$ cat config.mk
export PLATFORM = sky130hd
export DESIGN_NAME = alu_arbiter
export DESIGN_NICKNAME = d
export VERILOG_FILES = /design/src/rtl/alu_arbiter.sv
export SDC_FILE = /design/constraint.sdc
export NUM_CORES = 1
export LEC_CHECK = 0
export ABC_CLOCK_PERIOD_IN_PS = 1500
export BUFFER_PORTS_ARGS = -buffer_cell sky130_fd_sc_hd__clkbuf_2
export CAP_MARGIN = 20
export CORE_UTILIZATION = 39
export DETAILED_ROUTE_END_ITERATION = 8
export PLACE_DENSITY = 0.86
export SLEW_MARGIN = 10
export SYNTH_ARGS = -nofsm -noshare
export SYNTH_HDL_FRONTEND = slang
export SYNTH_SLANG_ARGS = --single-unit
$ cat constraint.sdc
create_clock -name clk -period 1.5 [get_ports clk]
set_clock_uncertainty 0.2 [all_clocks]
set_input_delay 0.075 -clock clk [delete_from_list [all_inputs] [get_ports clk]]
set_output_delay 0.075 -clock clk [all_outputs]
set_load 0.02 [all_outputs]
$ cat src/rtl/alu_arbiter.sv
// rtl/alu_arbiter.sv - two-requester arbiter in front of a shared ALU
//
// Purpose:
//   Two requesters share one external combinational ALU. In IDLE the arbiter
//   picks a requester, latches its function code and operands onto the ALU
//   inputs and pulses that requester's ack. One EXEC cycle later it captures
//   the ALU result and flags. It then holds them in RESP until the winning
//   requester accepts them.
//
// Parameters:
//   PRIO_FIXED  0 = round-robin on ties, 1 = requester 0 always wins ties
//
// Ports:
//   clk, rst                  clock, synchronous active-high reset
//   req0/1, fn0/1, a0/1, b0/1 request level, ALU function code, operands
//   ack0/1                    one-cycle grant pulse (operands captured)
//   rsp_valid0/1, rsp_ready0/1 response handshake, winner only
//   rsp_data, rsp_flags       captured ALU result and {Gz, Ez, Lz, Eq}
//   alu_in1, alu_in2, alu_fn  operands and function driven to the shared ALU
//   alu_out, alu_gz/ez/lz/eq  result and flags returned by the shared ALU
//   busy                      high whenever the FSM is not in IDLE

module alu_arbiter #(
  parameter int PRIO_FIXED = 0
) (
  input  logic        clk,
  input  logic        rst,

  input  logic        req0,
  input  logic [3:0]  fn0,
  input  logic [31:0] a0,
  input  logic [31:0] b0,
  output logic        ack0,
  output logic        rsp_valid0,
  input  logic        rsp_ready0,

  input  logic        req1,
  input  logic [3:0]  fn1,
  input  logic [31:0] a1,
  input  logic [31:0] b1,
  output logic        ack1,
  output logic        rsp_valid1,
  input  logic        rsp_ready1,

  output logic [31:0] rsp_data,
  output logic [3:0]  rsp_flags,

  output logic [31:0] alu_in1,
  output logic [31:0] alu_in2,
  output logic [3:0]  alu_fn,
  input  logic [31:0] alu_out,
  input  logic        alu_gz,
  input  logic        alu_ez,
  input  logic        alu_lz,
  input  logic        alu_eq,

  output logic        busy
);

  localparam logic [1:0] ST_IDLE = 2'd0;
  localparam logic [1:0] ST_EXEC = 2'd1;
  localparam logic [1:0] ST_RESP = 2'd2;

  logic [1:0]  state_q, state_d;
  logic        owner_q, owner_d;    // requester that owns the operation in flight
  logic        last_q,  last_d;     // requester granted most recently
  logic        ack0_q,  ack0_d;
  logic        ack1_q,  ack1_d;
  logic [31:0] data_q,  data_d;
  logic [3:0]  flags_q, flags_d;
  logic [31:0] in1_q,   in1_d;
  logic [31:0] in2_q,   in2_d;
  logic [3:0]  fn_q,    fn_d;

  logic        any_req;
  logic        pick1;               // 1 when requester 1 wins this IDLE edge
  logic        owner_ready;

  assign any_req = req0 | req1;

  // A lone requester always wins. On a tie, fixed priority favours
  // requester 0. Round-robin favours whoever was not granted last.
  // Reset leaves last_q = 1, so requester 0 wins the first tie.
  always_comb begin
    pick1 = 1'b0;
    if (PRIO_FIXED != 0) begin
      pick1 = req1 & ~req0;
    end else begin
      pick1 = req1 & ~(req0 & last_q);
    end
  end

  // Only the owner's ready matters; the other requester's ready is ignored.
  assign owner_ready = owner_q ? rsp_ready1 : rsp_ready0;

  always_comb begin
    state_d = state_q;
    owner_d = owner_q;
    last_d  = last_q;
    ack0_d  = 1'b0;
    ack1_d  = 1'b0;
    data_d  = data_q;
    flags_d = flags_q;
    in1_d   = in1_q;
    in2_d   = in2_q;
    fn_d    = fn_q;

    case (state_q)
      ST_IDLE: begin
        if (any_req) begin
          owner_d = pick1;
          last_d  = pick1;
          ack0_d  = ~pick1;
          ack1_d  = pick1;
          in1_d   = pick1 ? a1  : a0;
          in2_d   = pick1 ? b1  : b0;
          fn_d    = pick1 ? fn1 : fn0;
          state_d = ST_EXEC;
        end
      end

      // The ALU inputs have been stable for a full cycle.
      // Capture its output here.
      ST_EXEC: begin
        data_d  = alu_out;
        flags_d = {alu_gz, alu_ez, alu_lz, alu_eq};
        state_d = ST_RESP;
      end

      // Result and flags hold until the owner takes them.
      ST_RESP: begin
        if (owner_ready) begin
          state_d = ST_IDLE;
        end
      end

      default: begin
        state_d = ST_IDLE;
      end
    endcase
  end

  always_ff @(posedge clk) begin
    if (rst) begin
      state_q <= ST_IDLE;
      owner_q <= 1'b0;
      last_q  <= 1'b1;
      ack0_q  <= 1'b0;
      ack1_q  <= 1'b0;
      data_q  <= 32'd0;
      flags_q <= 4'd0;
      in1_q   <= 32'd0;
      in2_q   <= 32'd0;
      fn_q    <= 4'd0;
    end else begin
      state_q <= state_d;
      owner_q <= owner_d;
      last_q  <= last_d;
      ack0_q  <= ack0_d;
      ack1_q  <= ack1_d;
      data_q  <= data_d;
      flags_q <= flags_d;
      in1_q   <= in1_d;
      in2_q   <= in2_d;
      fn_q    <= fn_d;
    end
  end

  assign ack0       = ack0_q;
  assign ack1       = ack1_q;
  assign rsp_valid0 = (state_q == ST_RESP) & ~owner_q;
  assign rsp_valid1 = (state_q == ST_RESP) &  owner_q;
  assign rsp_data   = data_q;
  assign rsp_flags  = flags_q;
  assign alu_in1    = in1_q;
  assign alu_in2    = in2_q;
  assign alu_fn     = fn_q;
  assign busy       = (state_q != ST_IDLE);

endmodule

* Yosys cells after proc, flatten, opt, wreduce, memory -nomap -nowiden *
Index checks and enable logic that the tools add are counted.

word-level totals
  output and inout bits = 109
  register bits after elaboration = 110

operators by class
  bitwise logic cells = 10
  reduce and logical (&&, ||, !) cells = 5
  mux-type cells = 7
  equality and inequality tests = 4

operators by type and width
  kind                                                                    count
  32-bit 2-to-1 mux                                                       2
  2-bit case mux with 3 select lines                                      1
  1-bit inverter                                                          5
  1-bit bitwise AND                                                       4
  2-bit 2-to-1 mux                                                        2
  4-bit 2-to-1 mux                                                        1
  2-bit inequality test (second input constant)                           2
  2-bit AND reduction                                                     2
  3-bit OR reduction                                                      1
  2-bit by 1-bit equality test with 1-bit output (second input constant)  1
  2-bit equality test (second input constant)                             1
  2-bit logical NOT                                                       1
  2-bit nonzero test                                                      1
  1-bit 2-to-1 mux                                                        1
  1-bit OR                                                                1

* Depth between registers and ports, before layout *
  depth after elaboration = 4
  depth in mapped cells = 6
  gate-level depth less buffers = 4

* Worst setup path before layout *
OpenSTA, ideal clock, no wires.

  path type = register to register
  start point = register state_q[1]
  end point = register in1_q[20] (netlist: alu_in1[20])
  data arrival time = 1178 ps
  cell stages (with the launch flop) = 7
  setup slack = -21 ps
  required time = 1156 ps
  cell sequence = dfxtp_1 > nor2_4 > inv_2 > nor2_2 > buf_6 > buf_4 > a311oi_2

on the way
  word-level cells in the longest chain between the ends = 2

RTL lines
  element                        line  RTL
  start: declaration             64    logic [1:0] state_q, state_d;
  start signal: assignment       156   state_q <= state_d;
  2-bit logical NOT              108   case (state_q)
  2-bit AND reduction (no line)  -
  end signal: assignment         163   in1_q <= in1_d;
  end: declaration               71    logic [31:0] in1_q, in1_d;

Every way passes these cells.
A chain may end at the register's enable or synchronous reset.

* Worst setup path in the final report *
  start point = register last_q
  end point = register in2_q[4] (netlist: alu_in2[4])

on the way
  word-level cells in the longest chain between the ends = 4

RTL lines
  element                   line  RTL
  start: declaration        66    logic last_q, last_d;
  start signal: assignment  158   last_q <= last_d;
  1-bit bitwise AND         89    pick1 = req1 & ~(req0 & last_q);
  1-bit inverter            89
  1-bit bitwise AND         89
  32-bit 2-to-1 mux         116   in2_d = pick1 ? b1 : b0;
  end signal: assignment    164   in2_q <= in2_d;
  end: declaration          72    logic [31:0] in2_q, in2_d;

Every way passes these cells.

==> metrics.yaml <==
synthesis:
  synth_compound_area_share_pct: 26.3
  synth_cells: 571
  yosys_register_bits: 110
  synthTopCellsByArea: "dfxtp_1, nand2_1, a21oi_1"
  synthMuxAreaShare_pct: 0.217
  ys.warnings.count: 0
  syn-num-nets: 749
  synth_area_mm2: 0.00462
  synth_cell_type_count: 25
  avgSynthCellArea_um2: 8.09
  synth_area_leader_cell: "dfxtp_1"
  seq_area_frac_synth_pct: 47.7
  yosys.area_share.simple_pct: 19.0
  yosys.area_share.adder_pct: 0
  synth_top_family_by_area: "compound AO/OA/AOI/OAI gates"
  synth_xor_area_share_pct: 0
  yosysTopAreaCellShare_pct: 47.7
clock_network:
  cts_tree: "done"
  clkSlewWorstSetupHoldPaths_ns: 0.07
  insertion_delay_ns: 0.35
  cts_max_level: 3
  cts_made_buffers: 9
  cts_buffer_depth: 2
  cts-root-buf: "clkbuf_16"
  numClockSinks: 110
critical_path:
  crit_path_max_incr_delay_ns: 0.40
  required_ns: 1.52
  cp_data_arrival_time_ns: 1.79
  r2r_start: "last_q"
  cp_slowest_cell: "a311oi_1"
  critPathKind: "flip-flop to flip-flop"
  path_cells: "a21boi_4 > buf_12 > buf_8 > clkbuf_16 > nand2_2 > a311oi_1"
  cp-end-kind: "flip-flop"
  critPathLaunch: "last_q"
  start_kind: "flip-flop"
  crit_fanout: 5
routing:
  first_iter_violations: 897
  ant_nets: 0
  dr_total_vias: 6964
  wl_met1_um: 8670
  post_drt_wl_per_cell_um: 22.0
  route.met3.wl_um: 2820
  drt_pass1_iterations: 7
  topRoutingLayerUsed: "met4"
  via_per_inst: 5.90
  wirelength_um: 26000
  route.detailed.drc: 0
  met2_length_um: 12200
finish:
  area_growth_pct: 99.0
  final_util_pct: 80.1
  drive_gt1_share_pct: 41.6
  fillers: 589
  nets: 1209
  stdcell_count: 1180
  final_cell_area_mm2: 0.00919
die:
  die_area_mm2: 0.0123
  die_y_um: 111
  ios: 287
  die_w_um: 111
  core_mm2: 0.0115
  start_util_pct: 40.3
  rows: 39
status:
  failed_checks: "setup timing"
  status: "finished with violations"
timing:
  finalSetupViolCount: 60
  fin_crit_ns: 1.77
  rsz0062_at_grt: "yes"
  fin_setup_tns_ns: -3.31
  post-route-period-util_pct: 118
  tightest_slew_ns: 0.403
  max_freq_mhz: 563
  relSlewSlack_pct: 73.0
  fin_ws_ns: -0.275
  hold_viol_final: 0
  maxSlewViolCount: 0
placement:
  dp_cells: 964
  gp_congestion: 0.774
  post-dp-hpwl_um: 9790
  dpl_cell_area_mm2: 0.00624
  io_buffers: 286
global_routing:
  grt_pass1_vias: 6490
  grt_max_degree: 55
  antenna_found_initial: 1
  grt_pass1_wl_um: 32100
  overflow: 0
  grtUsageTotal_pct: 32.8
pwr:
  ir_drop_mv: 0.945
  power_density_mw_per_mm2: 996
  p_leak_nw: 4.18
hold_path:
  hold_path_class: "input pin to flip-flop"
  hold_path.startpoint: "req0"
job:
  drv_cap: 0
[state kept, by name (all words and copies together) (netlist names)]
register	flops
alu_fn	4
ack0	1
alu_in1	32
last_q	1
alu_in2	32
ack1	1
rsp_data	32
rsp_flags	4
state_q	2
owner_q	1
[worst max-delay path, delay by kind of cell (launching register included)]
| family | cells | cell delay, ns |
|---|---|---|
| buf+inv | 3 | 0.44 |
| compound gates | 2 | 0.58 |
| simple gates | 1 | 0.05 |
| flops | 1 | 0.37 |
[logic make-up (layout without fill, tap and decap cells)]
group | Yosys count | in the layout
buffers and inverters | 58 | 523
AOI/OAI and AO/OA | 178 | 178
muxes | 1 | 1
other | 0 | 1
DFF | 110 | 110
and+or+nand+nor | 224 | 224
[per-stage QoR]
| stage | hold WS [ns] | power, mW | setup slack [ns] |
|---|---|---|---|
| CTS | 0.0219 | 8.30 | 0.00520 |
| floorplan | 0.0110 | 4.71 | 0.0151 |
| finish | 0.103 | 9.15 | -0.275 |
| detailed placement | 0.103 | 5.54 | -0.00837 |
| global placement | 0.101 | 5.51 | 0.0575 |
| global route | 0.144 | 9.42 | -0.331 |
[routing by layer]
metal / global-route usage (%) / vias up
met5: 0 / -
met4: 25.8 / 0
met3: 10.2 / 238
met2: 54.5 / 664
met1: 34.4 / 3132
li1: - / 2930
[final timing paths]
| path | cells past startpoint | slack [ns] | endpoint |
|---|---|---|---|
| worst max-delay path | 6 | -0.27 | alu_in2[4] |
| worst min-delay path | 4 | 0.10 | owner_q |
| worst max register to register | 6 | -0.27 | alu_in2[4] |
| worst min register to register | 2 | 0.26 | rsp_data[27] |
[final cells by class]
cell class	count	area [µm²]	share of cell area, %
inverters	1	3.75	0.0409
clock buffers	13	250	2.72
multi-input cells	403	2480	27.0
repair buffers	506	4010	43.7
diodes	1	2.50	0.0272
well taps	143	179	1.95
clock inverters	3	43.8	0.477
flip-flops and latches	110	2210	24.1
[layout by cell type (no fill, tap or decap), types with 3 or more instances in the layout]
master           n
clkbuf_2       283
nand2_1        185
dlygate4sd3_1  176
dfxtp_1        107
a21oi_1        100
a311oi_2        44
a311oi_1        24
clkbuf_16       21
nand2_2         20
buf_12          13
buf_6           10
a21oi_2          6
nand2_4          6
buf_8            6
buf_4            4
clkbuf_1         3
dfxtp_4          3
[report_power, final]
group          total (mW)  switching (mW)  internal (mW)
logic                3.26            1.80           1.46
registers            3.45           0.215           3.23
clock network        2.45            1.10           1.35
[cells in the mapped netlist]
cell type,instances
buf_4,2
nand3b_1,1
o21ai_0,1
a21oi_1,106
and3b_1,1
clkbuf_1,12
or2_1,1
buf_6,6
nor3b_1,1
a21bo_1,1
nand2_1,211
nor2_2,1
nand2b_1,1
nor2b_1,2
buf_2,37
nor2_4,1
nor3_1,2
dfxtp_1,110
nor2_1,2
a311oi_1,60
a221o_1,1
mux2i_1,1
a311oi_2,8
a21boi_2,1
inv_2,1
[timing repair]
item | 4_1_cts | 5_1_grt
hold buffers | 177 | 0
gates cloned | 0 | 18
buffers inserted | 0 | 4
pin swaps | 0 | 59
gates resized for setup | 5 | 104
endpoints found under the hold margin | 107 | 0
setup endpoints to repair | 5 | 59
Power figures use the tool's default switching activity.
